**config.mk**
```make
export PLATFORM = sky130hd
export DESIGN_NAME = bus_mux_n
export DESIGN_NICKNAME = d
export VERILOG_FILES = /design/src/rtl/bus_mux_n.sv
export SDC_FILE = /design/constraint.sdc
export NUM_CORES = 1
export LEC_CHECK = 0
export CAP_MARGIN = 20
export CORE_AREA = 5 5 105 107
export DETAILED_ROUTE_END_ITERATION = 8
export DIE_AREA = 0 0 110 112
export PLACE_DENSITY = 0.88
export SLEW_MARGIN = 20
export SYNTH_ARGS = -nofsm -noshare
export SYNTH_HDL_FRONTEND = slang
export SYNTH_SLANG_ARGS = --single-unit
```
**constraint.sdc**
```tcl
create_clock -name clk -period 6.1 [get_ports clk]
set_clock_uncertainty 0.15 [all_clocks]
set_input_delay 0.61 -clock clk [delete_from_list [all_inputs] [get_ports clk]]
set_output_delay 0.61 -clock clk [all_outputs]
set_load 0.005 [all_outputs]
```
**src/rtl/bus_mux_n.sv**
```systemverilog
// bus_mux_n: registered N-slave interconnect for a 68k-style master.
// Window decode, transfer latching, ack/read return and bus-error generation.
module bus_mux_n #(
    parameter int NSLAVES = 4,
    parameter int AW = 32,
    parameter int DW = 16,
    parameter logic [NSLAVES*AW-1:0] BASE = {
        32'h0010_0200, 32'h0010_0100, 32'h0010_0000, 32'h0000_0000
    },
    parameter logic [NSLAVES*AW-1:0] MASK = {
        32'hFFFF_FF00, 32'hFFFF_FF00, 32'hFFFF_FF00, 32'hFFF0_0000
    },
    parameter int TIMEOUT = 255
) (
    input  logic                  clk,
    input  logic                  reset,
    input  logic [DW-1:0]         master_write,
    output logic [DW-1:0]         master_read,
    input  logic [AW-1:0]         master_addr,
    input  logic                  master_uds,
    input  logic                  master_lds,
    output logic                  master_ack,
    output logic                  master_berr,
    output logic [DW-1:0]         slave_write,
    output logic [AW-1:0]         slave_addr,
    output logic [NSLAVES-1:0]    slave_uds,
    output logic [NSLAVES-1:0]    slave_lds,
    input  logic [NSLAVES*DW-1:0] slave_read,
    input  logic [NSLAVES-1:0]    slave_ack
);

    localparam int SW = (NSLAVES > 1) ? $clog2(NSLAVES) : 1;
    localparam int CW = $clog2(TIMEOUT);
    localparam logic [CW-1:0] CNT_MAX = CW'(TIMEOUT - 1);

    typedef enum logic [1:0] {
        IDLE,
        ACTIVE,
        DONE,
        ERR
    } state_t;

    state_t          state;
    logic [SW-1:0]   sel;
    logic [CW-1:0]   cnt;
    logic            hit;
    logic [SW-1:0]   hit_idx;
    logic [NSLAVES-1:0] hit_oh;
    logic            strobe;

    assign strobe = master_uds | master_lds;

    // Descending scan so the lowest matching index is the one left standing.
    always_comb begin
        hit = 1'b0;
        hit_idx = '0;
        for (int i = NSLAVES - 1; i >= 0; i--) begin
            if ((master_addr & MASK[i*AW +: AW]) == BASE[i*AW +: AW]) begin
                hit = 1'b1;
                hit_idx = SW'(i);
            end
        end
        hit_oh = NSLAVES'(1) << hit_idx;
    end

    always_ff @(posedge clk) begin
        if (reset) begin
            state       <= IDLE;
            sel         <= '0;
            cnt         <= '0;
            master_read <= '0;
            master_ack  <= 1'b0;
            master_berr <= 1'b0;
            slave_write <= '0;
            slave_addr  <= '0;
            slave_uds   <= '0;
            slave_lds   <= '0;
        end else begin
            unique case (state)
                IDLE: begin
                    if (strobe) begin
                        slave_addr  <= master_addr;
                        slave_write <= master_write;
                        sel         <= hit_idx;
                        cnt         <= '0;
                        if (hit) begin
                            slave_uds <= master_uds ? hit_oh : '0;
                            slave_lds <= master_lds ? hit_oh : '0;
                            state     <= ACTIVE;
                        end else begin
                            master_berr <= 1'b1;
                            state       <= ERR;
                        end
                    end
                end
                ACTIVE: begin
                    if (!strobe) begin
                        slave_uds <= '0;
                        slave_lds <= '0;
                        cnt       <= '0;
                        state     <= IDLE;
                    end else if (slave_ack[sel]) begin
                        master_read <= slave_read[sel*DW +: DW];
                        master_ack  <= 1'b1;
                        slave_uds   <= '0;
                        slave_lds   <= '0;
                        cnt         <= '0;
                        state       <= DONE;
                    end else if (cnt == CNT_MAX) begin
                        master_berr <= 1'b1;
                        slave_uds   <= '0;
                        slave_lds   <= '0;
                        cnt         <= '0;
                        state       <= ERR;
                    end else begin
                        cnt <= cnt + 1'b1;
                    end
                end
                DONE: begin
                    if (!strobe) begin
                        master_ack <= 1'b0;
                        state      <= IDLE;
                    end
                end
                ERR: begin
                    if (!strobe) begin
                        master_berr <= 1'b0;
                        state       <= IDLE;
                    end
                end
            endcase
        end
    end

endmodule
```
==> impl_results.md <==
- Status: finished clean
- Post-CTS resize count: 0
- Number of enable flip-flop cells after synthesis: 0
- Final wirelength: 12.4 mm
- Most frequent cells in the layout: clkdlybuf4s50_1, nand2_1, dfxtp_1
- Share of cells above drive strength 1: 0.0679
- Cell count after synthesis: ~450
- Total gr overflow: 0
- GR Util All Layers: 0.197
- Final setup vio count: 0
- Ys flop type: dfxtp_1
- Crit path arrival time: about 2800 ps
- Io pins: ~190
- Top Metal Used: met4
- Max Freq: approximately 0.37 GHz
- DR WL/cell: between 15 and 20 um
- YS warnings: 0
- Final Wtd Congestion: around 0.77
- CP max FO: 8
- CTS Buffer Depth: 2
- Sw Ratio: 0.345
- Path type of the worst setup path: input pin to register
- Share of the synthesized area in the top cell type: 0.441
- Buffers on Ports: ~190
- Finished Layout Cells: about 770
- Combinational power share: 0.407
- DR iter-0 viols: between 150 and 200
- Initial antenna violation count: 0
- Die Wd: 110 um
- Worst vdd rail ir drop: about 0.00018 V
- Number of diodes: 0
- Clock power share: 0.211
- Mapped Area: 0.00390 sq mm
- Power Density: 308 mW/mm^2
- FFs w/ async S/R, synth: 0
- Global-route wire length before repair: just under 20 mm
- Vias in the first global route: slightly below 4,000
- Num CTS Buffers: 9
- LEAKAGE: 0.00215 uW
- Placed Cells incl. Taps: roughly 750
- Tcrit/Tclk final: 0.445
- Most area-hungry cell type in the Yosys netlist: dfxtp_1
- Clk_lat worst skew: approximately 350 ps
- Clk sink count: 86
- Largest net degree at the start of global routing: 60
- Register area share after synthesis: 0.441
- CP Capture Type: register
- DRC: 0
- Htree depth: 3
- Row cnt: 37
- Area grow syn2layout: 56.9%
- Synth unique cells: 42
- Register share of total power: 0.383
- # Post-CTS Setup Buffers: 0
- Via density: approximately 5
- CTS hold repair buffers: 0
- Worst slew margin: 0.437
- Worst Path Required: 6190 ps
- DRT Pass-1 Iters: 4
- Met2 wire len: roughly 6.4 mm
- Startpoint Class: input pin
- Pwr Total: around 1900 uW
- Most common cell after layout, fill and taps aside: clkdlybuf4s50_1
- Slew @ Worst Pin: 844 ps
- Dpl cell area: 0.00591 sq mm
- Die span in y: 112 um
- Core ar.: about 0.01 sq mm
- FILL cells: around 860
- RSZ-0062 raised after global routing: false
- Post-DRT Antenna Nets: 0
- Via count: 3,851
- Clock period minus worst slack: around 2700 ps
- Fin. max-slew vios: 0
- Flops & latches, synth: 86
- Switch Pwr: about 650 uW
- Root buffer cell: clkbuf_8
- Wl on met1: 4.62 mm
- Syn_area_per_cell: about 8.7 sq um
- Post-Syn Nets: about 580
- Met3 routed WL: between 1 and 1.5 mm
- Fin Setup TNS: 0 ps
- CTS tree: done
- Die area: between 0.01 and 0.015 sq mm
- Top cells by area, synth: dfxtp_1, nand2_1, a21oi_1
- Worst-path clk slew: about 80 ps
- Hold Vio Cnt, Final: 0
- DP HPWL: between 9 and 10 mm
- Int Pwr: about 1200 uW
- Final nets: approximately 760
- Worst Hold Class: register to register
- Starting Density: 0.389
- Max-cap violations: 0
- Post-route cell area: about 0.0061 sq mm
==> stage by stage <==
step / hold WS (ps) / setup WS, ps / utilization
2_1_floorplan: 303 / 3780 / -
3_3_place_gp: 292 / 3070 / 0.588
3_5_place_dp: 296 / 3000 / 0.588
4_1_cts: 309 / 3370 / 0.607
5_1_grt: 327 / 3250 / 0.610
6_report: 308 / 3390 / 0.610
==> worst paths after layout <==
path | cells past startpoint | start | slack [ps] | to
min | 2 | slave_write[5] | 310 | slave_write[5]
min reg2reg | 2 | slave_write[5] | 310 | slave_write[5]
max reg2reg | 4 | sel[1] | 3550 | slave_uds[0]
max | 6 | master_addr[31] | 3390 | slave_uds[0]
==> layout make-up <==
cell class                 instances  area, sq um  area share
clock inverter                     6         70.1      0.0114
multi-input combinational        329         2040       0.333
inverter                           6         22.5     0.00368
timing repair buffer             197         1980       0.323
sequential                        86         1720       0.281
clock buffer                       9          124      0.0202
tap                              136          170      0.0278
==> state kept, by name, summed over array words and instances (netlist names) <==
signal / cells
cnt: 8
master_ack: 1
master_berr: 1
master_read: 16
sel: 2
slave_addr: 32
slave_lds: 4
slave_uds: 4
slave_write: 16
state: 2
==> cell usage after synthesis, types with 5 or more instances <==
master / count
xor2_1: 5
mux2i_1: 6
nor2_1: 17
mux4_2: 11
dfxtp_1: 86
a21oi_1: 72
nor4_1: 5
inv_1: 6
nand2b_1: 6
clkbuf_1: 24
nand3_1: 11
mux4_1: 6
nand2_1: 140
ha_1: 6
==> layer usage <==
layer	global-route usage	up-vias
met5	0	-
met1	0.205	1779
met2	0.360	153
li1	-	1900
met3	0.0707	19
met4	0.0615	0
==> power by group through the flow <==
stage / clock network (uW) / logic [uW] / registers (uW)
3_5_place_dp: 0 / 750 / 735
6_report: 397 / 767 / 721
3_3_place_gp: 0 / 725 / 729
4_1_cts: 410 / 753 / 723
2_1_floorplan: 0 / 392 / 736
5_1_grt: 435 / 848 / 738
==> worst max-delay path, cell delays in order <==
cell             delay, ps
clkdlybuf4s50_1        440
nor4_1                 370
nand3_1                210
a21o_1                 270
a211oi_4               560
mux2_4                 340
==> kinds of logic after synthesis <==
kind of cell | after synthesis | synth area share
AOI/OAI and AO/OA | 87 | 0.129
buffers and inverters | 36 | 0.0381
adders and majority gates | 6 | 0.0192
DFF | 86 | 0.441
xor gates and xnor gates | 8 | 0.0179
muxes | 25 | 0.127
and+or+nand+nor | 203 | 0.228
No activity file was read; power rests on OpenSTA's default activity.
